### src/rtl/segasys1_sound_cmd_rx.sv
// Sound-side command receiver: latches main-CPU commands into a small FIFO,
// pulses NMI to the sound Z80 per unread command, and paces the sound IRQ.
module segasys1_sound_cmd_rx #(
    parameter int DEPTH      = 4,
    parameter int NMI_W      = 64,
    parameter int NMI_GAP    = 64,
    parameter int IRQ_PERIOD = 200000,
    parameter int IRQ_W      = 256
) (
    input  logic       CLK48M,
    input  logic       RESET,
    input  logic       SNDRQ,
    input  logic [7:0] CPUDO,
    input  logic       VBLK,
    input  logic       SNDCS,
    output logic [7:0] SNDDO,
    output logic       SNDNMI,
    output logic       SNDIRQ,
    output logic       PENDING,
    output logic       OVERRUN
);

    localparam int PTR_W   = $clog2(DEPTH);
    localparam int CNT_W   = PTR_W + 1;
    localparam int NMI_MAX = (NMI_W > NMI_GAP) ? NMI_W : NMI_GAP;
    localparam int NMI_CW  = $clog2(NMI_MAX + 1);
    localparam int IRQ_CW  = $clog2(IRQ_PERIOD + 1);
    localparam int IW_CW   = $clog2(IRQ_W + 1);

    localparam logic [CNT_W-1:0]  FULL     = CNT_W'(DEPTH);
    localparam logic [NMI_CW-1:0] NMI_LAST = NMI_CW'(NMI_W - 1);
    localparam logic [NMI_CW-1:0] GAP_LAST = NMI_CW'(NMI_GAP - 1);
    localparam logic [IRQ_CW-1:0] IRQ_LAST = IRQ_CW'(IRQ_PERIOD - 1);
    localparam logic [IW_CW-1:0]  IW_LAST  = IW_CW'(IRQ_W - 1);

    typedef enum logic [1:0] {
        N_IDLE,
        N_PULSE,
        N_WAIT,
        N_GAP
    } nmi_st_t;

    logic             sndrq_q;
    logic             sndcs_q;
    logic             vblk_q;
    logic [7:0]       mem [DEPTH];
    logic [PTR_W-1:0] head;
    logic [PTR_W-1:0] tail;
    logic [CNT_W-1:0] count;

    logic             push_edge;
    logic             pop;
    logic             push_ok;
    logic [CNT_W-1:0] cnt_ap;
    logic [CNT_W-1:0] count_n;
    logic [PTR_W-1:0] head_n;
    logic [7:0]       head_data;

    assign push_edge = SNDRQ & ~sndrq_q;
    assign pop       = ~SNDCS & sndcs_q & (count != '0);
    assign push_ok   = push_edge & ((count != FULL) | pop);
    assign cnt_ap    = count - CNT_W'(pop);
    assign count_n   = cnt_ap + CNT_W'(push_ok);
    assign head_n    = head + PTR_W'(pop);
    // An empty queue after the pop means the incoming byte becomes the head.
    assign head_data = (cnt_ap == '0) ? CPUDO : mem[head_n];

    always_ff @(posedge CLK48M) begin
        if (push_ok) begin
            mem[tail] <= CPUDO;
        end
    end

    always_ff @(posedge CLK48M) begin
        if (RESET) begin
            sndrq_q <= 1'b0;
            sndcs_q <= 1'b0;
            vblk_q  <= 1'b0;
            head    <= '0;
            tail    <= '0;
            count   <= '0;
            SNDDO   <= 8'h00;
            PENDING <= 1'b0;
            OVERRUN <= 1'b0;
        end else begin
            sndrq_q <= SNDRQ;
            sndcs_q <= SNDCS;
            vblk_q  <= VBLK;
            head    <= head_n;
            count   <= count_n;
            PENDING <= (count_n != '0);
            if (push_ok) begin
                tail <= tail + PTR_W'(1);
            end
            if (push_edge && !push_ok) begin
                OVERRUN <= 1'b1;
            end
            if (count_n != '0) begin
                SNDDO <= head_data;
            end
        end
    end

    nmi_st_t           nmi_st;
    logic [NMI_CW-1:0] nmi_cnt;
    logic              popped;

    always_ff @(posedge CLK48M) begin
        if (RESET) begin
            nmi_st  <= N_IDLE;
            nmi_cnt <= '0;
            popped  <= 1'b0;
            SNDNMI  <= 1'b0;
        end else begin
            unique case (nmi_st)
                N_IDLE: begin
                    if (PENDING) begin
                        nmi_st  <= N_PULSE;
                        SNDNMI  <= 1'b1;
                        nmi_cnt <= '0;
                        popped  <= pop;
                    end
                end
                N_PULSE: begin
                    popped <= popped | pop;
                    if (nmi_cnt == NMI_LAST) begin
                        SNDNMI  <= 1'b0;
                        nmi_cnt <= '0;
                        nmi_st  <= (popped | pop) ? N_GAP : N_WAIT;
                    end else begin
                        nmi_cnt <= nmi_cnt + NMI_CW'(1);
                    end
                end
                N_WAIT: begin
                    if (pop) begin
                        nmi_st  <= N_GAP;
                        nmi_cnt <= '0;
                    end
                end
                N_GAP: begin
                    if (nmi_cnt == GAP_LAST) begin
                        nmi_cnt <= '0;
                        if (count_n != '0) begin
                            nmi_st <= N_PULSE;
                            SNDNMI <= 1'b1;
                            popped <= pop;
                        end else begin
                            nmi_st <= N_IDLE;
                        end
                    end else begin
                        nmi_cnt <= nmi_cnt + NMI_CW'(1);
                    end
                end
                default: nmi_st <= N_IDLE;
            endcase
        end
    end

    logic [IRQ_CW-1:0] irq_cnt;
    logic [IW_CW-1:0]  iw_cnt;
    logic              irq_fire;

    // VBLK re-phases the free-running timer so the four IRQs track the frame.
    assign irq_fire = (VBLK & ~vblk_q) | (irq_cnt == IRQ_LAST);

    always_ff @(posedge CLK48M) begin
        if (RESET) begin
            irq_cnt <= '0;
            iw_cnt  <= '0;
            SNDIRQ  <= 1'b0;
        end else begin
            irq_cnt <= irq_fire ? '0 : irq_cnt + IRQ_CW'(1);
            if (irq_fire) begin
                SNDIRQ <= 1'b1;
                iw_cnt <= '0;
            end else if (SNDIRQ) begin
                if (iw_cnt == IW_LAST) begin
                    SNDIRQ <= 1'b0;
                end else begin
                    iw_cnt <= iw_cnt + IW_CW'(1);
                end
            end
        end
    end

endmodule

### config.mk
export PLATFORM = sky130hd
export DESIGN_NAME = segasys1_sound_cmd_rx
export DESIGN_NICKNAME = d
export VERILOG_FILES = /design/src/rtl/segasys1_sound_cmd_rx.sv
export SDC_FILE = /design/constraint.sdc
export NUM_CORES = 1
export LEC_CHECK = 0
export CORE_ASPECT_RATIO = 0.8
export CORE_MARGIN = 3
export CORE_UTILIZATION = 35
export CTS_CLUSTER_SIZE = 24
export DETAILED_ROUTE_END_ITERATION = 10
export GPL_TIMING_DRIVEN = 0
export HOLD_SLACK_MARGIN = 0.12
export PLACE_DENSITY = 0.57
export REMOVE_ABC_BUFFERS = 1
export SLEW_MARGIN = 15
export SYNTH_ARGS = -nofsm -noshare
export SYNTH_HDL_FRONTEND = slang
export SYNTH_SLANG_ARGS = --single-unit
### constraint.sdc
create_clock -name CLK48M -period 8.94 [get_ports CLK48M]
set_clock_uncertainty 0.1 [all_clocks]
set_input_delay 2.682 -clock CLK48M [delete_from_list [all_inputs] [get_ports CLK48M]]
set_output_delay 2.682 -clock CLK48M [all_outputs]
set_load 0.01 [all_outputs]
==> results of run 1 <==
==> final timing paths <==
check / slack (ns) / cells after the start / end / start
setup / recovery: 3.29 / 11 / popped / SNDCS
hold / removal: 0.36 / 2 / SNDNMI / SNDNMI
hold reg to reg: 0.36 / 2 / SNDNMI / SNDNMI
setup reg to reg: 5.77 / 10 / popped / count[2]
==> kinds of logic after synthesis <==
kind of cell             count (synthesis)
XOR/XNOR                                31
AND/OR/NAND/NOR                        133
multiplexers                            19
buffers and inverters                   23
flip-flops                              91
adder cells (fa/ha/maj)                 16
AO/OA/AOI/OAI                           29
==> critical path, delay by kind of cell <==
kind / cells / cell delay, ns
AO/OA/AOI/OAI: 4 / 1.14
XOR/XNOR: 1 / 0.22
adder cells (fa/ha/maj): 2 / 0.56
buffers and inverters: 1 / 0.44
AND/OR/NAND/NOR: 3 / 0.73
==> metal layers <==
layer / vias up / part of all wire [%] / track usage [%]
met3: 5 / 4.5 / 4.767
met2: 33 / 45 / 18.65
met1: 1161 / 50 / 15.70
met5: - / 0 / 0
li1: 1262 / - / -
met4: 0 / 0.26 / 2.780
==> power breakdown <==
part	leakage, nW	switching [mW]	internal (mW)
Combinational	0.716	0.109	0.0885
Sequential	0.773	0.0171	0.460
Clock	0.159	0.146	0.252
Total	1.65	0.271	0.800
==> registers in the layout, indices dropped and copies added (netlist names), 2 cells and up <==
signal,count
mem,32
irq_cnt,18
iw_cnt,9
SNDDO,8
nmi_cnt,7
count,3
head,2
nmi_st,2
tail,2
==> per-stage QoR <==
| step | worst slack (ns) | std cells | utilization, % | total power, mW |
|---|---|---|---|---|
| floorplan | 3.890 | 333 | - | 0.6149 |
| global placement | 3.007 | 497 | 40.44 | 0.6804 |
| detailed placement | 2.949 | 497 | 40.44 | 0.6854 |
| CTS | 3.304 | 513 | 43.49 | 1.089 |
| global route | 3.057 | 513 | 43.49 | 1.132 |
| finish | 3.287 | 513 | 43.49 | 1.072 |
==> cells in the final DEF, fill, tap and decap left out, drive strengths merged, types with 8 or more instances in the layout <==
| cell type | instances |
|---|---|
| inv | 14 |
| mux2i | 11 |
| nand3 | 15 |
| ha | 16 |
| nand2 | 14 |
| nor2 | 57 |
| nand4 | 9 |
| xor2 | 18 |
| a211oi | 9 |
| clkdlybuf4s50 | 24 |
| dfxtp | 59 |
| xnor2 | 12 |
| mux4 | 8 |
| nor2b | 8 |
| edfxtp | 32 |
| clkbuf | 15 |
==> area by class of cell <==
type                    count  area, um2  area share (%)
well taps                 140      175.2           3.811
inverters                  14      52.55           1.143
multi-input cells         228       1664           36.20
repair buffers             24      240.2           5.226
clock inverters             1      30.03          0.6532
clock buffers              15      292.8           6.369
flip-flops and latches     91       2142           46.60
==> qor.csv, run 1 <==
stage,metric,value,unit
clocking,Clock Root Buffer,clkbuf_16,
placed_design,Area after DPL,4274,um2
setup_path,crit-path max cell delay,0.44,ns
die,die height,100.6,um
die,number of core rows,33,
global_route,first-pass GRT wire length,11830,um
sta,final worst path period share,63.23,%
placed_design,gp weighted congestion,0.7249,
drt,Via density,4.797,
setup_path,Worst Path Required,9.06,ns
sta,TNS Setup,0,ns
sta,"Hold Violations, Final",0,
synth,"Cell Area, Synth",3914,um2
clocking,post_cts resized,0,
synth,asr flop ratio synth,0,%
cells_and_area,layout cell share with drive strength beyond 1,8.043,%
synth,sequential area share after synthesis,54.73,%
cells_and_area,nets,397,
sta,fin crit period,5.653,ns
drt,DRC viols,0,
drt,drt total wl,6991,um
power,pwr dens,233.1,nW/um2
global_route,vias in the first global route,2379,
synth,largest area contributor in the netlist,dfxtp_1,
setup_path,Critical Path AT,5.78,ns
sta,Slew HR,25.72,%
synth,cells after synthesis,342,
worst_hold_path,HP Class,register to register,
sta,Max Freq,176.9,MHz
power,maximum vdd drop,0.09431,mV
synth,Post-synth EDFFs,32,
cells_and_area,Area growth syn-to-layout,17.46,%
synth,simple-gate share of the synthesized area,17.01,%
global_route,gr usage total,11.94,%
synth,largest family of logic cells by synthesized area,simple AND/OR/NAND/NOR gates,
sta,RSZ-0062 raised after global routing,false,
setup_path,crit-path cells,clkdlybuf4s50_1 -> nand2b_1 -> nor2_1 -> ha_1 -> a311oi_2 -> ha_1 -> xnor3_1 -> nor2b_1 -> o21ai_2 -> o211ai_1 -> a31o_1,
synth,syn_area_per_cell,11.44,um2
clocking,Post-CTS Setup Bufs,0,
synth,Unique masters post-synth,44,
die,Die Area,12490,um2
drt,drt first pass iters,4,
setup_path,crit path max fanout,20,
synth,post-synthesis xor/xnor area fraction,7.289,%
cells_and_area,n_diodes,0,
flow_run,max_cap viols,0,
setup_path,CP startpoint kind,input port,
power,Lkg Pwr,1.648,nW
clocking,CTS H-tree depth,3,
global_route,grt total ovfl,0,
sta,worst slew pin tran,1.111,ns
synth,top-count cell post-synth,dfxtp_1,
synth,Synth Area in Compound Gates,5.691,%
cells_and_area,final instance area,4597,um2
clocking,CTS Buf Count,9,
global_route,largest net degree at the start of global routing,27,
clocking,total clock sinks,91,
setup_path,Crit Path Category,input port to register,
global_route,initial antenna violation count,0,
synth,Synth Warn #,0,
sta,Hold WS,0.3645,ns
sta,final slew viol count,0,
synth,area share of fa/ha/maj cells after synthesis,5.115,%
sta,Final Setup Violations,0,
synth,mux contribution to synthesized area,7.417,%
setup_path,slowest CP cell,clkdlybuf4s50_1,
clocking,CTS tree,built,
cells_and_area,# fillers,1059,
drt,via count,2461,
setup_path,"Top cell by count, worst path",ha_1,
outcome,status,"finished, final reports clean",
clocking,CTS Buffer Depth,2,
clocking,clock-pin slew on the worst setup and hold paths,0.06,ns
clocking,hold bufs inserted after CTS,0,
setup_path,crit path capture type,register,
drt,Starting DRT DRC Count,128,
die,# IOs,25,
die,total core area,10570,um2
placed_design,detailed placer's ending HPWL,4735,um
clocking,later-pin clock latency in the skew report,0.34,ns
synth,top post-synthesis cells by area,"dfxtp_1, edfxtp_1, nor2_1",
synth,commonest cells in the netlist,"dfxtp_1, nor2_1, edfxtp_1",
placed_design,port buffer count,24,
drt,"antenna viol nets, final",0,
synth,share of the synthesized area in the top cell type,30.18,%
die,initial core utilization,37.03,%
synth,#FFs+latches synth,91,
die,chip width,124.2,um
drt,DR WL/cell,13.63,um
synth,"Top FF cell, synth",dfxtp_1,
Note: power is estimated with default switching activity, not from simulation.
==> run 2, diff against run 1 <==
==> constraint.sdc (replaced) <==
create_clock -name CLK48M -period 5.4 [get_ports CLK48M]
set_clock_uncertainty 0.1 [all_clocks]
set_input_delay 1.62 -clock CLK48M [delete_from_list [all_inputs] [get_ports CLK48M]]
set_output_delay 1.62 -clock CLK48M [all_outputs]
set_load 0.01 [all_outputs]
==> results of run 2 <==
The final DEF is identical to that of run 1. Status: finished, final reports clean.
Main changes from that run: setup slack after placement 2.949 ns -> 0.4711 ns; setup slack after layout 3.287 ns -> 0.8091 ns; register-to-register setup slack 5.77 ns -> 2.23 ns; total power 1.072 mW -> 1.774 mW; worst IR drop on VDD 0.09431 mV -> 0.1561 mV
